### src/rtl/rtc_calendar_counter.sv
// Real-time clock/calendar: prescaled tick -> sec/min/hour/day/month/dow with BCD and binary views.
// Field loads take priority over a coincident second advance; all outputs are registered.
module rtc_calendar_counter #(
  parameter int unsigned TICK_DIV  = 100,
  parameter int unsigned RESET_DOW = 0
) (
  input  logic       Clock,
  input  logic       Reset,
  input  logic       Tick,
  input  logic       Enable,
  input  logic       SetStrobe,
  input  logic [2:0] SetField,
  input  logic [6:0] SetValue,
  output logic       SetError,
  output logic [3:0] SecOnes,
  output logic [3:0] SecTens,
  output logic [3:0] MinOnes,
  output logic [3:0] MinTens,
  output logic [3:0] HourOnes,
  output logic [3:0] HourTens,
  output logic [3:0] DayOnes,
  output logic [3:0] DayTens,
  output logic [3:0] MonOnes,
  output logic [3:0] MonTens,
  output logic [5:0] SecBin,
  output logic [5:0] MinBin,
  output logic [4:0] HourBin,
  output logic [4:0] DayBin,
  output logic [3:0] MonBin,
  output logic [2:0] DowBin,
  output logic       SecPulse,
  output logic       MinPulse,
  output logic       DayPulse
);

  localparam logic [2:0] FLD_SEC  = 3'd0;
  localparam logic [2:0] FLD_MIN  = 3'd1;
  localparam logic [2:0] FLD_HOUR = 3'd2;
  localparam logic [2:0] FLD_DAY  = 3'd3;
  localparam logic [2:0] FLD_MON  = 3'd4;
  localparam logic [2:0] FLD_DOW  = 3'd5;
  localparam logic [7:0] PRESC_MAX = 8'(TICK_DIV - 1);
  localparam int NUM_BCD = 5;

  function automatic logic [4:0] month_len(input logic [3:0] m);
    case (m)
      4'd2:                      month_len = 5'd28;
      4'd4, 4'd6, 4'd9, 4'd11:   month_len = 5'd30;
      default:                   month_len = 5'd31;
    endcase
  endfunction

  // Values never exceed 59, so six conditional subtractions cover every tens digit.
  function automatic logic [7:0] to_bcd(input logic [6:0] v);
    logic [6:0] r;
    logic [3:0] tens;
    r    = v;
    tens = 4'd0;
    for (int i = 0; i < 6; i++) begin
      if (r >= 7'd10) begin
        r    = r - 7'd10;
        tens = tens + 4'd1;
      end
    end
    to_bcd = {tens, r[3:0]};
  endfunction

  logic [7:0] presc_reg, presc_next;
  logic [5:0] sec_reg, sec_next;
  logic [5:0] min_reg, min_next;
  logic [4:0] hour_reg, hour_next;
  logic [4:0] day_reg, day_next;
  logic [3:0] mon_reg, mon_next;
  logic [2:0] dow_reg, dow_next;
  logic       sec_pulse_reg, sec_pulse_next;
  logic       min_pulse_reg, min_pulse_next;
  logic       day_pulse_reg, day_pulse_next;
  logic       set_error_reg, set_error_next;
  logic       load_ok, load, wrap, advance;
  logic [4:0] new_mon_len;

  always_comb begin
    presc_next     = presc_reg;
    sec_next       = sec_reg;
    min_next       = min_reg;
    hour_next      = hour_reg;
    day_next       = day_reg;
    mon_next       = mon_reg;
    dow_next       = dow_reg;
    sec_pulse_next = 1'b0;
    min_pulse_next = 1'b0;
    day_pulse_next = 1'b0;
    new_mon_len    = month_len(SetValue[3:0]);

    case (SetField)
      FLD_SEC, FLD_MIN: load_ok = (SetValue <= 7'd59);
      FLD_HOUR:         load_ok = (SetValue <= 7'd23);
      FLD_DAY:          load_ok = (SetValue >= 7'd1) && (SetValue <= {2'b00, month_len(mon_reg)});
      FLD_MON:          load_ok = (SetValue >= 7'd1) && (SetValue <= 7'd12);
      FLD_DOW:          load_ok = (SetValue <= 7'd6);
      default:          load_ok = 1'b0;
    endcase

    load           = SetStrobe & load_ok;
    set_error_next = SetStrobe & ~load_ok;
    wrap           = Tick & Enable & (presc_reg == PRESC_MAX);
    advance        = wrap & ~load;

    if (Tick && Enable) begin
      presc_next = wrap ? 8'd0 : presc_reg + 8'd1;
    end

    // Full carry chain resolves within the one advancing edge.
    if (advance) begin
      sec_pulse_next = 1'b1;
      if (sec_reg == 6'd59) begin
        sec_next       = 6'd0;
        min_pulse_next = 1'b1;
        if (min_reg == 6'd59) begin
          min_next = 6'd0;
          if (hour_reg == 5'd23) begin
            hour_next      = 5'd0;
            day_pulse_next = 1'b1;
            dow_next       = (dow_reg == 3'd6) ? 3'd0 : dow_reg + 3'd1;
            if (day_reg == month_len(mon_reg)) begin
              day_next = 5'd1;
              mon_next = (mon_reg == 4'd12) ? 4'd1 : mon_reg + 4'd1;
            end else begin
              day_next = day_reg + 5'd1;
            end
          end else begin
            hour_next = hour_reg + 5'd1;
          end
        end else begin
          min_next = min_reg + 6'd1;
        end
      end else begin
        sec_next = sec_reg + 6'd1;
      end
    end

    if (load) begin
      case (SetField)
        FLD_SEC: begin
          sec_next   = SetValue[5:0];
          presc_next = 8'd0;
        end
        FLD_MIN:  min_next  = SetValue[5:0];
        FLD_HOUR: hour_next = SetValue[4:0];
        FLD_DAY:  day_next  = SetValue[4:0];
        FLD_MON: begin
          mon_next = SetValue[3:0];
          if (day_reg > new_mon_len) begin
            day_next = new_mon_len;
          end
        end
        FLD_DOW:  dow_next  = SetValue[2:0];
        default:  ;
      endcase
    end
  end

  always_ff @(posedge Clock or negedge Reset) begin
    if (!Reset) begin
      presc_reg     <= 8'd0;
      sec_reg       <= 6'd0;
      min_reg       <= 6'd0;
      hour_reg      <= 5'd0;
      day_reg       <= 5'd1;
      mon_reg       <= 4'd1;
      dow_reg       <= 3'(RESET_DOW);
      sec_pulse_reg <= 1'b0;
      min_pulse_reg <= 1'b0;
      day_pulse_reg <= 1'b0;
      set_error_reg <= 1'b0;
    end else begin
      presc_reg     <= presc_next;
      sec_reg       <= sec_next;
      min_reg       <= min_next;
      hour_reg      <= hour_next;
      day_reg       <= day_next;
      mon_reg       <= mon_next;
      dow_reg       <= dow_next;
      sec_pulse_reg <= sec_pulse_next;
      min_pulse_reg <= min_pulse_next;
      day_pulse_reg <= day_pulse_next;
      set_error_reg <= set_error_next;
    end
  end

  // BCD registers load from the same next-state values as the binary registers, so both agree every cycle.
  logic [6:0] bcd_src [NUM_BCD];
  logic [7:0] bcd_reg [NUM_BCD];

  assign bcd_src[0] = {1'b0, sec_next};
  assign bcd_src[1] = {1'b0, min_next};
  assign bcd_src[2] = {2'b00, hour_next};
  assign bcd_src[3] = {2'b00, day_next};
  assign bcd_src[4] = {3'b000, mon_next};

  generate
    for (genvar gi = 0; gi < NUM_BCD; gi++) begin : g_bcd
      localparam logic [7:0] BCD_RST = (gi >= 3) ? 8'h01 : 8'h00;
      always_ff @(posedge Clock or negedge Reset) begin
        if (!Reset) begin
          bcd_reg[gi] <= BCD_RST;
        end else begin
          bcd_reg[gi] <= to_bcd(bcd_src[gi]);
        end
      end
    end
  endgenerate

  assign SecOnes  = bcd_reg[0][3:0];
  assign SecTens  = bcd_reg[0][7:4];
  assign MinOnes  = bcd_reg[1][3:0];
  assign MinTens  = bcd_reg[1][7:4];
  assign HourOnes = bcd_reg[2][3:0];
  assign HourTens = bcd_reg[2][7:4];
  assign DayOnes  = bcd_reg[3][3:0];
  assign DayTens  = bcd_reg[3][7:4];
  assign MonOnes  = bcd_reg[4][3:0];
  assign MonTens  = bcd_reg[4][7:4];

  assign SecBin   = sec_reg;
  assign MinBin   = min_reg;
  assign HourBin  = hour_reg;
  assign DayBin   = day_reg;
  assign MonBin   = mon_reg;
  assign DowBin   = dow_reg;
  assign SecPulse = sec_pulse_reg;
  assign MinPulse = min_pulse_reg;
  assign DayPulse = day_pulse_reg;
  assign SetError = set_error_reg;

endmodule
### config.mk
export PLATFORM = sky130hd
export DESIGN_NAME = rtc_calendar_counter
export DESIGN_NICKNAME = d
export VERILOG_FILES = /design/src/rtl/rtc_calendar_counter.sv
export SDC_FILE = /design/constraint.sdc
export NUM_CORES = 1
export LEC_CHECK = 0
export ABC_AREA = 1
export CORE_MARGIN = 2
export CORE_UTILIZATION = 55
export DETAILED_ROUTE_END_ITERATION = 6
export PLACE_DENSITY = 0.8
export SETUP_SLACK_MARGIN = 0.15
export SYNTH_ARGS = -nofsm -noshare
export SYNTH_HDL_FRONTEND = slang
export SYNTH_SLANG_ARGS = --single-unit
export TNS_END_PERCENT = 50
### constraint.sdc
create_clock -name Clock -period 7 [get_ports Clock]
set_input_delay 1.4 -clock Clock [delete_from_list [all_inputs] [get_ports Clock]]
set_output_delay 1.4 -clock Clock [all_outputs]
set_load 0.1 [all_outputs]
==> out/metrics.yaml, run 1 <==
run_status:
  run_status: "did not finish"
  lastStage: "global routing"
  tool.error: "[ERROR GRT-0232] Routing congestion too high. Check the congestion heatmap in the GUI."
synthesis:
  syn_nets: 1753
  synth_edf_count: 0
  async_reset_ff_frac: 1.000
  synth_seq_area_share: 0.1830
  avgSynthCellArea_sq_um: 6.315
  yosysWarnings: 0
  postSynthCellCount: 1648
  syn-cell-area_sq_um: 10410
  synth-seq-cells: 76
  synthDistinctLibCells: 61
  ys.flop_type: "dfrtp_1"
global_route:
  grt_max_degree: 77
  track_usage: 0.8417
  overflow: 236
die:
  num_rows: 50
  ios: 88
  die_h_um: 141.6
  die_w_um: 141.6
  start_util: 0.5583
placed_design:
  io_buffers: 87
  dp_hpwl_um: 24590
  place_ws_ps: -1536
  place_congestion: 0.9289
clocking:
  clockRootBuffer: "clkbuf_16"
  holdBufCountCts: 0
  clock-sinks: 76
  clk_path_buf_depth: 2
  cts_made_buffers: 9
  htreeDepth: 3
sta:
  worst-ep-kind: "sequential cell input"
  crit_endpoint: "MonTens[2]$_DFF_PN0_/D"
through the flow:
step,hold WS [ps],TNS [ps],area [sq um],cells
floorplan,474.0,-5535,10820,1648
global placement,493.6,-34140,14720,2334
detailed placement,509.0,-47160,14720,2334
CTS,517.3,-3483,16630,2437
what timing repair did:
item,4_1_cts
endpoints found under the setup margin,35
cloned,0
setup buffers,87
pin swaps,150
hold endpoints to repair,0
resized for setup,271
cells by family after synthesis:
family,count (synthesis),share of synthesized area
simple gates,973,0.4555
buf+inv,326,0.1268
compound gates,136,0.08404
fa+ha+maj,90,0.1082
flops,76,0.1830
xor+xnor,47,0.04244
metal layers:
layer	overflow	GRT usage
met1	8	0.8118
met2	135	0.9900
met3	7	0.7131
met4	86	0.9200
met5	0	0.3233
synthesized netlist by cell type (2+ instances only):
master | number | area [sq um]
a21oi_4 | 3 | 48.80
ha_1 | 90 | 1126
nor2_1 | 81 | 304.0
nand2_2 | 55 | 344.1
nand3_1 | 161 | 805.8
nand3_4 | 10 | 175.2
dfrtp_1 | 74 | 1852
clkinv_1 | 3 | 11.26
nand4_2 | 3 | 37.54
buf_6 | 8 | 90.09
dfstp_2 | 2 | 52.55
o211ai_1 | 3 | 22.52
xnor2_1 | 18 | 157.7
xor2_1 | 25 | 219.0
inv_2 | 50 | 187.7
nand3b_1 | 13 | 97.59
o21ai_4 | 3 | 48.80
o21ai_1 | 24 | 120.1
nor2_2 | 20 | 125.1
buf_2 | 3 | 15.01
buf_4 | 7 | 52.55
nand2_4 | 14 | 157.7
o21a_1 | 3 | 22.52
nor2_4 | 11 | 123.9
nor2_8 | 2 | 40.04
inv_1 | 253 | 949.7
a22oi_1 | 2 | 15.01
nand2_1 | 531 | 1993
o21ai_2 | 11 | 96.34
a21oi_1 | 31 | 155.2
o21ai_0 | 40 | 200.2
nand4_1 | 33 | 206.5
o31ai_1 | 2 | 15.01
xor2_2 | 3 | 48.80
and2_1 | 2 | 12.51
nand3_2 | 21 | 210.2
nor3_1 | 9 | 45.04
==> inputs of run 2 (changes only) <==
--- a/config.mk
+++ b/config.mk
@@ -7,10 +7,9 @@
 export LEC_CHECK = 0
 export ABC_AREA = 1
 export CORE_MARGIN = 2
-export CORE_UTILIZATION = 55
+export CORE_UTILIZATION = 40
 export DETAILED_ROUTE_END_ITERATION = 6
-export PLACE_DENSITY = 0.8
-export SETUP_SLACK_MARGIN = 0.15
+export PLACE_DENSITY_LB_ADDON = 0.15
 export SYNTH_ARGS = -nofsm -noshare
 export SYNTH_HDL_FRONTEND = slang
 export SYNTH_SLANG_ARGS = --single-unit
==> constraint.sdc (replaced) <==
create_clock -name Clock -period 9.1 [get_ports Clock]
set_input_delay 1.82 -clock Clock [delete_from_list [all_inputs] [get_ports Clock]]
set_output_delay 1.82 -clock Clock [all_outputs]
set_load 0.1 [all_outputs]
==> run 2 against run 1 <==
  * The run now ends clean
  * Synthesized area is the same
  * Synthesized cell count is the same
==> out/metrics.yaml, run 2 <==
run_status:
  run_status: "finished clean"
placed_design:
  io_buffers: 87  # unchanged
  place_congestion: 0.8875  # -4.5%
  dp_hpwl_um: 20790  # -15%
sta:
  final-hold-violation-count: 0
  timing.final.crit_share: 0.9302
  final-max-slew-violation-count: 0
  clock.fmax_ghz: 0.1181
  min_period_ps: 8465
  hold_slack_ps: 518.9
  finalSetupViolations: 0
  tightest_slew_ps: 1018
  finalClockSkew_ps: 9.601
  maxSlewHeadroom: 0.3189
synthesis:
  synth-seq-cells: 76  # unchanged
  ys.flop_type: "dfrtp_1"
  avgSynthCellArea_sq_um: 6.315  # unchanged
  synth_seq_area_share: 0.1830  # unchanged
  synth_common_cells: "531 x nand2_1, 253 x inv_1, 161 x nand3_1"
  yosysWarnings: 0  # unchanged
  synthTopCellsByArea: "nand2_1 19%, dfrtp_1 18%, ha_1 11%, inv_1 9.1%, nand3_1 7.7%"
  syn-cell-area_sq_um: 10410  # unchanged
  postSynthCellCount: 1648  # unchanged
  syn_nets: 1753  # unchanged
  synthDistinctLibCells: 61  # unchanged
  async_reset_ff_frac: 1.000  # unchanged
  synth_edf_count: 0  # unchanged
  synth_top_area_share: 0.1915  # unchanged
  synth_area_leader_cell: "nand2_1"
  yosysMostFrequentCell: "nand2_1"
worst_setup_path:
  crit_slowest_cell: "clkdlybuf4s50_1"
  crit_cells: 63
  reg2regPathDepth: 67
  critPathCaptureType: "flop"
  cp_top_family: "simple AND/OR/NAND/NOR gates"
  rrSetupSlack_ps: 1080
  path_class: "primary input to flop"
  startpoint_type: "primary input"
  arrival_ps: 8750
  path_buf_inv: 15
  cp_max_fo: 8
  cpMostUsedCell: "nand2_1"
  slowest_delay_ps: 560
  crit_required_ps: 9390
die:
  die_h_um: 165.3  # +17%
  ios: 88  # unchanged
  num_rows: 59  # +18%
  fp.coreArea_sq_um: 25840
  die_area_sq_um: 27330
  start_util: 0.4028  # -0.1554
  die_w_um: 165.3  # +17%
finish:
  regArea_sq_um: 1904
  layout_commonest_cell: "nand2_1"
  syn_to_final_growth_pct: 21.42
  layout_common_cells: "518 x nand2_1, 250 x inv_1, 161 x nand3_1"
  fill_cells: 2653
  largest_reg_flops: 8
  fin_nets: 1911
  drive_gt1_frac: 0.1911
  multi_input_area_sq_um: 7356
min_path:
  min_path_cells: 1
  hp-class: "flop to flop"
global_route:
  overflow: 0
  track_usage: 0.1931
  grt_pass1_wl_um: 43190
  grt_pass1_vias: 9480
  antenna_found_initial: 1
  grt_max_degree: 77
clocking:
  clockRootBuffer: "clkbuf_16"
  clkTransAtPathRegs_ps: 70
  cts_made_buffers: 9  # unchanged
  clk_path_buf_depth: 2  # unchanged
  holdBufCountCts: 0  # unchanged
  cts_tree: "done"
  clock-sinks: 76  # unchanged
  clk_latency_ps: 360
  htreeDepth: 3  # unchanged
detailed_routing:
  drt-vias-per-instance: 4.831
  antenna_left: 0
  vias: 10370
  wl_per_cell_um: 12.07
  route.detailed.drc: 0
  drt_pre_antenna_iters: 5
  wl_um: 25920
  drt_iter0_drc: 581
run:
  maxCapViolCount: 0
[run 2: cell counts after synthesis]
No cell type changed its count.
[run 2: cell type report]
cell class	instances	share of cell area
multi-input combinational	1247	0.5821
sequential	76	0.1507
timing repair buffer	164	0.1172
inverter	308	0.09228
tap	335	0.03317
clock buffer	9	0.01782
clock inverter	7	0.006535
antenna	1	0.0001980
[run 2: per-layer routing]
layer,up-vias,GRT usage,part of all wire
li1,5495,-,-
met1,4642,0.2494,0.47
met2,199,0.3318,0.47
met3,37,0.02622,0.040
met4,0,0.06466,0.023
met5,-,0,0
[run 2: path summary, 6_finish.rpt]
kind,from,endpoint
max,SetValue[6],MonTens[1]
min,presc_reg[0],presc_reg[0]
max reg2reg,MonOnes[0],MonTens[1]
min reg2reg,presc_reg[0],presc_reg[0]
max in group asynchronous,Reset,MinBin[2]
min in group asynchronous,Reset,SecOnes[3]
[run 2: kinds of logic after synthesis]
kind of cell	after synthesis	share of synthesized area
compound gates	136	0.08404
simple gates	973	0.4555
xor+xnor	47	0.04244
flops	76	0.1830
fa+ha+maj	90	0.1082
buf+inv	326	0.1268
[run 2: worst reg2reg max path, delay by kind of cell, from the launching register on]
kind / cells / cell delay (ps)
buffers and inverters: 13 / 880
adder cells (fa/ha/maj): 8 / 1480
AND/OR/NAND/NOR: 40 / 4200
XOR/XNOR: 1 / 240
flip-flops: 1 / 580
AO/OA/AOI/OAI: 5 / 610
[run 2: metrics by stage]
stage | utilization | TNS [ps] | area, sq um | setup WS (ps) | cells
4_1_cts | 0.4768 | 0 | 12320 | 45.74 | 2129
6_report | 0.4891 | 0 | 12640 | 635.2 | 2147
5_1_grt | 0.4890 | -319.0 | 12630 | -70.79 | 2146
3_5_place_dp | 0.4647 | -2956 | 12010 | -354.2 | 2113
3_3_place_gp | 0.4647 | -116.2 | 12010 | -30.90 | 2113
2_1_floorplan | - | 0 | 10410 | 948.3 | 1648
[run 2: repair_timing]
item | 4_1_cts | 5_1_grt
buffers inserted | 0 | 16
hold endpoints to repair | 0 | 0
setup endpoints to repair | 6 | 35
pin swaps | 0 | 16
gates resized for setup | 1 | 54
gates cloned | 0 | 1
Power of run 2 is not shown: default switching activity piles up to over one toggle a cycle in this logic, so the estimate is an artifact.
==> inputs of run 3 (changes only) <==
--- a/config.mk
+++ b/config.mk
@@ -10,6 +10,7 @@
 export CORE_UTILIZATION = 40
 export DETAILED_ROUTE_END_ITERATION = 6
 export PLACE_DENSITY_LB_ADDON = 0.15
+export SKIP_LAST_GASP = 1
 export SYNTH_ARGS = -nofsm -noshare
 export SYNTH_HDL_FRONTEND = slang
 export SYNTH_SLANG_ARGS = --single-unit
==> run 3 against run 2 <==
  * Routed wire length is essentially flat
  * Non-clock buffer count unchanged
  * Worst hold slack about the same
  * Largest cell class unchanged
==> out/metrics.yaml, run 3 (synthesis results as in run 2) <==
worst_setup_path:
  path_class: "primary input to flop"
  r2r-start: "MonOnes[0]"
  cp_max_fo: 8  # unchanged
  startpoint_type: "primary input"
  critPathCaptureType: "flop"
  rrSetupSlack_ps: 1040  # -40 ps
  cpMostUsedCell: "nand2_1"
  timing.rr.end: "MonTens[1]"
  reg2regPathDepth: 67  # unchanged
  arrival_ps: 8780  # +30 ps
  crit_required_ps: 9390  # about the same
  slowest_delay_ps: 560  # about the same
  crit_slowest_cell: "clkdlybuf4s50_1"
detailed_routing:
  drt_iter0_drc: 612  # +5.3%
  wl_um: 25920  # about the same
  route.detailed.drc: 0  # unchanged
  drt-vias-per-instance: 4.825  # -0.13%
  wl_per_cell_um: 12.07  # about the same
  vias: 10360  # -0.13%
  antenna_left: 0  # unchanged
  drt_pre_antenna_iters: 5  # unchanged
sta:
  hold_slack_ps: 519.0  # +0.08800 ps
  timing.final.crit_share: 0.9325  # +0.002306
  rsz0062_at_grt: "true"
  maxSlewHeadroom: 0.3189  # about the same
  clock.fmax_ghz: 0.1178  # -0.25%
  finalClockSkew_ps: 9.462  # -0.1390 ps
  tightest_slew_ps: 1018  # -0.005990 ps
  min_period_ps: 8486  # +20.99 ps
  finalSetupViolations: 0  # unchanged
  final-hold-violation-count: 0  # unchanged
  final-max-slew-violation-count: 0  # unchanged
min_path:
  hp-class: "flop to flop"
  min_path_cells: 1  # unchanged
  hold-path-endpoint: "presc_reg[0]"
  min_from: "presc_reg[0]"
clocking:
  clock-sinks: 76  # unchanged
  clkTransAtPathRegs_ps: 70  # about the same
  cts_tree: "done"
  holdBufCountCts: 0  # unchanged
  clockRootBuffer: "clkbuf_16"
  htreeDepth: 3  # unchanged
  clk_path_buf_depth: 2  # unchanged
  cts_made_buffers: 9  # unchanged
  clk_latency_ps: 360  # about the same
die:
  start_util: 0.4028  # unchanged
  die_h_um: 165.3  # unchanged
  die_w_um: 165.3  # unchanged
  fp.coreArea_sq_um: 25840  # unchanged
  ios: 88  # unchanged
  die_area_sq_um: 27330  # unchanged
  num_rows: 59  # unchanged
global_route:
  antenna_found_initial: 1  # unchanged
  track_usage: 0.1931  # unchanged
  grt_pass1_vias: 9480  # unchanged
  grt_max_degree: 77  # unchanged
  grt_pass1_wl_um: 43190  # unchanged
  overflow: 0  # unchanged
run:
  maxCapViolCount: 0  # unchanged
finish:
  syn_to_final_growth_pct: 21.38  # about the same
  fin_nets: 1911  # unchanged
  layout_commonest_cell: "nand2_1"
  largest_reg_flops: 8  # unchanged
  drive_gt1_frac: 0.1900  # -0.001104
  fin_cells: 2147  # unchanged
  layout_common_cells: "520 x nand2_1, 250 x inv_1, 161 x nand3_1"
  final_area_sq_um: 12630  # about the same
  final_core_util: 0.4889  # about the same
placed_design:
  io_buffers: 87  # unchanged
  dp_hpwl_um: 20790  # unchanged
  dpl-instance-area_sq_um: 12010  # unchanged
  placed_cells: 2113  # unchanged
  place_congestion: 0.8875  # unchanged
run_status:
  run_status: "finished clean"
## run 3: cell counts in the layout (fill, tap and decap cells not counted)
No cell type changed its count.
## run 3: area by class of cell
| cell class | instances | area [sq um] |
|---|---|---|
| fill | 2655 | 13210 |
| multi-input combinational | 1247 | 7351 |
| sequential | 76 | 1904 |
| timing repair buffer | 164 | 1481 |
| inverter | 308 | 1166 |
| tap | 335 | 419.2 |
| clock buffer | 9 | 225.2 |
| clock inverter | 7 | 82.58 |
| antenna | 1 | 2.502 |
## run 3: how the worst max path moves through the flow
| stage | cells past startpoint | end | startpoint | slack [ps] |
|---|---|---|---|---|
| floorplan | 64 | MonTens[2] | SetValue[0] | 950 |
| global placement | 62 | MinTens[0] | SetValue[0] | -30 |
| detailed placement | 64 | MonTens[0] | SetValue[0] | -350 |
| CTS | 64 | MonTens[0] | SetValue[0] | 50 |
| global route | 66 | MonTens[3] | SetValue[0] | -100 |
| finish | 63 | MonTens[1] | SetValue[6] | 610 |
## run 3: per-layer routing
metal | vias up | wire (um) | share of wire | track usage
met3 | 37 | 1068 | 0.041 | 0.02622
li1 | 5501 | - | - | -
met4 | 0 | 593 | 0.023 | 0.06466
met1 | 4652 | 12100 | 0.47 | 0.2494
met2 | 169 | 12160 | 0.47 | 0.3318
met5 | - | 0 | 0 | 0
## run 3: worst max-delay path, delay by kind of cell
family | cells | cell delay, ps
adder cells (fa/ha/maj) | 6 | 1030
AND/OR/NAND/NOR | 37 | 3670
buffers and inverters | 15 | 1470
AO/OA/AOI/OAI | 4 | 530
XOR/XNOR | 1 | 240
## run 3: metrics by stage
stage | worst slack [ps] | setup TNS (ps)
CTS | 45.74 | 0
floorplan | 948.3 | 0
detailed placement | -354.2 | -2956
global route | -103.0 | -514.2
global placement | -30.90 | -116.2
finish | 614.2 | 0
## run 3: timing repair
action / 4_1_cts / 5_1_grt
pin swaps: 0 / 16
resized for setup: 1 / 52
setup endpoints to repair: 6 / 35
gates cloned: 0 / 1
buffers inserted: 0 / 16
Power of run 3 is left out for the same reason.
==> inputs of run 4 (changes only) <==
--- a/config.mk
+++ b/config.mk
@@ -8,6 +8,7 @@
 export ABC_AREA = 1
 export CORE_MARGIN = 2
 export CORE_UTILIZATION = 40
+export CTS_CLUSTER_DIAMETER = 30
 export DETAILED_ROUTE_END_ITERATION = 6
 export PLACE_DENSITY_LB_ADDON = 0.15
 export SKIP_LAST_GASP = 1
==> results of run 4 <==
No change in the layout: final DEF, timing and power equal those of run 3.
Power of run 4 is left out for the same reason.
==> patch, RTL diff (config.mk and constraints of run 2) <==
`NUM_BCD`: 5 -> 10.
--- a/src/rtl/rtc_calendar_counter.sv
+++ b/src/rtl/rtc_calendar_counter.sv
@@ -40,7 +40,7 @@
   localparam logic [2:0] FLD_MON  = 3'd4;
   localparam logic [2:0] FLD_DOW  = 3'd5;
   localparam logic [7:0] PRESC_MAX = 8'(TICK_DIV - 1);
-  localparam int NUM_BCD = 5;
+  localparam int NUM_BCD = 10;
 
   function automatic logic [4:0] month_len(input logic [3:0] m);
     case (m)
Behaviour: unchanged (Yosys induction, for registers that start in step).
==> patch against run 2 <==
Wire length up 2.0%. Cell count up 1.2%. Setup slack worse by 0.059 ns. Sequential cell count unchanged. Non-clock buffer count up 5. Core utilization up 0.42 points. Final area up 1.4%. Global-route usage down 0.45 points. Synthesized area up 1.6%. Register-to-register slack better by 0.31 ns.
Power is not shown: default switching activity piles up to over one toggle a cycle in this logic, so the estimate is an artifact.
==> patch: results (changes against run 2) <==
- Post-synthesis sequential area ratio: 0.180 (was 0.183)
- Vias in the first global route: 9670 (was 9480)
- # diodes: 0 (was 1)
- Worst reg2reg path depth: 66 (was 67)
- Setup Skew: 0.00900 ns (was 0.00960 ns)
- Max stage delay on crit path: 0.50 ns (was 0.56 ns)
- Final min period: 8.52 ns (was 8.46 ns)
- Synth area leaders: nand2_1, dfrtp_1, ha_1 (unchanged)
- CP arrival: 8.76 ns (was 8.75 ns)
- Antenna violations before repair: 0 (was 1)
- Outcome: completed (unchanged)
- Crit path max fanout: 7 (was 8)
- GRT Total Usage: 0.189 (was 0.193)
- DR vias: 10478 (was 10373)
- CTS Buffer Depth: 2 (unchanged)
- First-pass GRT wire length: 44600 um (was 43200 um)
- GPL Wtd Cong: 0.897 (was 0.888)
- Routed WL per cell: 12.2 um (was 12.1 um)
- Synth async-reset ratio: 1.00 (unchanged)
- Synth top cells by count: nand2_1, inv_1, nand3_1, nor2_1, ha_1 (was nand2_1, inv_1, nand3_1, ha_1, nor2_1)
- Initial DRC count: 405 (was 581)
- Post-placement setup slack: -0.196 ns (was -0.354 ns)
- Post-synth net total: 1776 (was 1753)
- Worst setup path start: SetValue[1] (was SetValue[6])
- Layout cells sized above 1: 0.200 (was 0.191)
- Hpwl dp: 21300 um (was 20800 um)
- Fin nets: 1938 (was 1911)
- Largest net degree at the start of global routing: 46 (was 77)
## patch: changes by cell type in the layout (fill, tap and decap cells not counted), moves of 4 or more
cell,before,now
clkdlybuf4s50_1,77,82
dlymetal6s2s_1,9,4
inv_2,53,44
nand3_1,161,147
o21bai_1,1,6
mux2i_1,0,4
xor2_2,6,2
nand2_2,64,88
inv_1,250,245
nand2_1,518,525
nor2_1,78,89
nand3_2,20,26
## patch: worst min-delay path by stage
stage | from | to | slack, ns | cells past startpoint
finish | presc_reg[0] | presc_reg[0] | 0.52 | 1
CTS | presc_reg[0] | presc_reg[0] | 0.53 | 1
global route | presc_reg[0] | presc_reg[0] | 0.56 | 1
floorplan | presc_reg[0] | presc_reg[0] | 0.48 | 1
detailed placement | presc_reg[0] | presc_reg[0] | 0.51 | 1
global placement | presc_reg[0] | presc_reg[0] | 0.51 | 1
## patch: kinds of logic (layout without fill, tap and decap cells)
group	Yosys count	in the layout	share of synthesized area
xor+xnor	46	46	0.0416
flops	76	76	0.180
compound gates	137	137	0.0821
fa+ha+maj	90	90	0.106
simple gates	1005	1006	0.466
buf+inv	313	479	0.120
mux	4	4	0.00379
## patch: final cells by class
| type | instances | area, um2 |
|---|---|---|
| fillers | 2680 | 13200 |
| clock buffers | 10 | 229 |
| multi-input cells | 1283 | 7590 |
| repair buffers | 169 | 1520 |
| well taps | 335 | 419 |
| flip-flops and latches | 76 | 1900 |
| clock inverters | 6 | 42.5 |
| inverters | 294 | 1110 |
## patch: stage by stage
step	setup TNS [ns]	std cells	instance area, um2	hold slack (ns)
5_1_grt	-0.610	2173	12800	0.555
2_1_floorplan	0	1671	10600	0.476
6_report	0	2173	12800	0.524
3_3_place_gp	-0.490	2135	12200	0.510
4_1_cts	0	2151	12500	0.525
3_5_place_dp	-2.06	2135	12200	0.513
## patch: routing by layer
| layer | wire length (um) | vias up | GRT usage |
|---|---|---|---|
| met3 | 927 | 22 | 0.0264 |
| met5 | 0 | - | 0 |
| met4 | 293 | 0 | 0.0371 |
| met1 | 12300 | 4714 | 0.243 |
| met2 | 12900 | 146 | 0.337 |
| li1 | - | 5596 | - |
## patch: what timing repair did
item                                   CTS  global route
setup endpoints to repair                0            34
endpoints found under the hold margin    0             0
resized for setup                        0            55
buffers inserted                         0            21
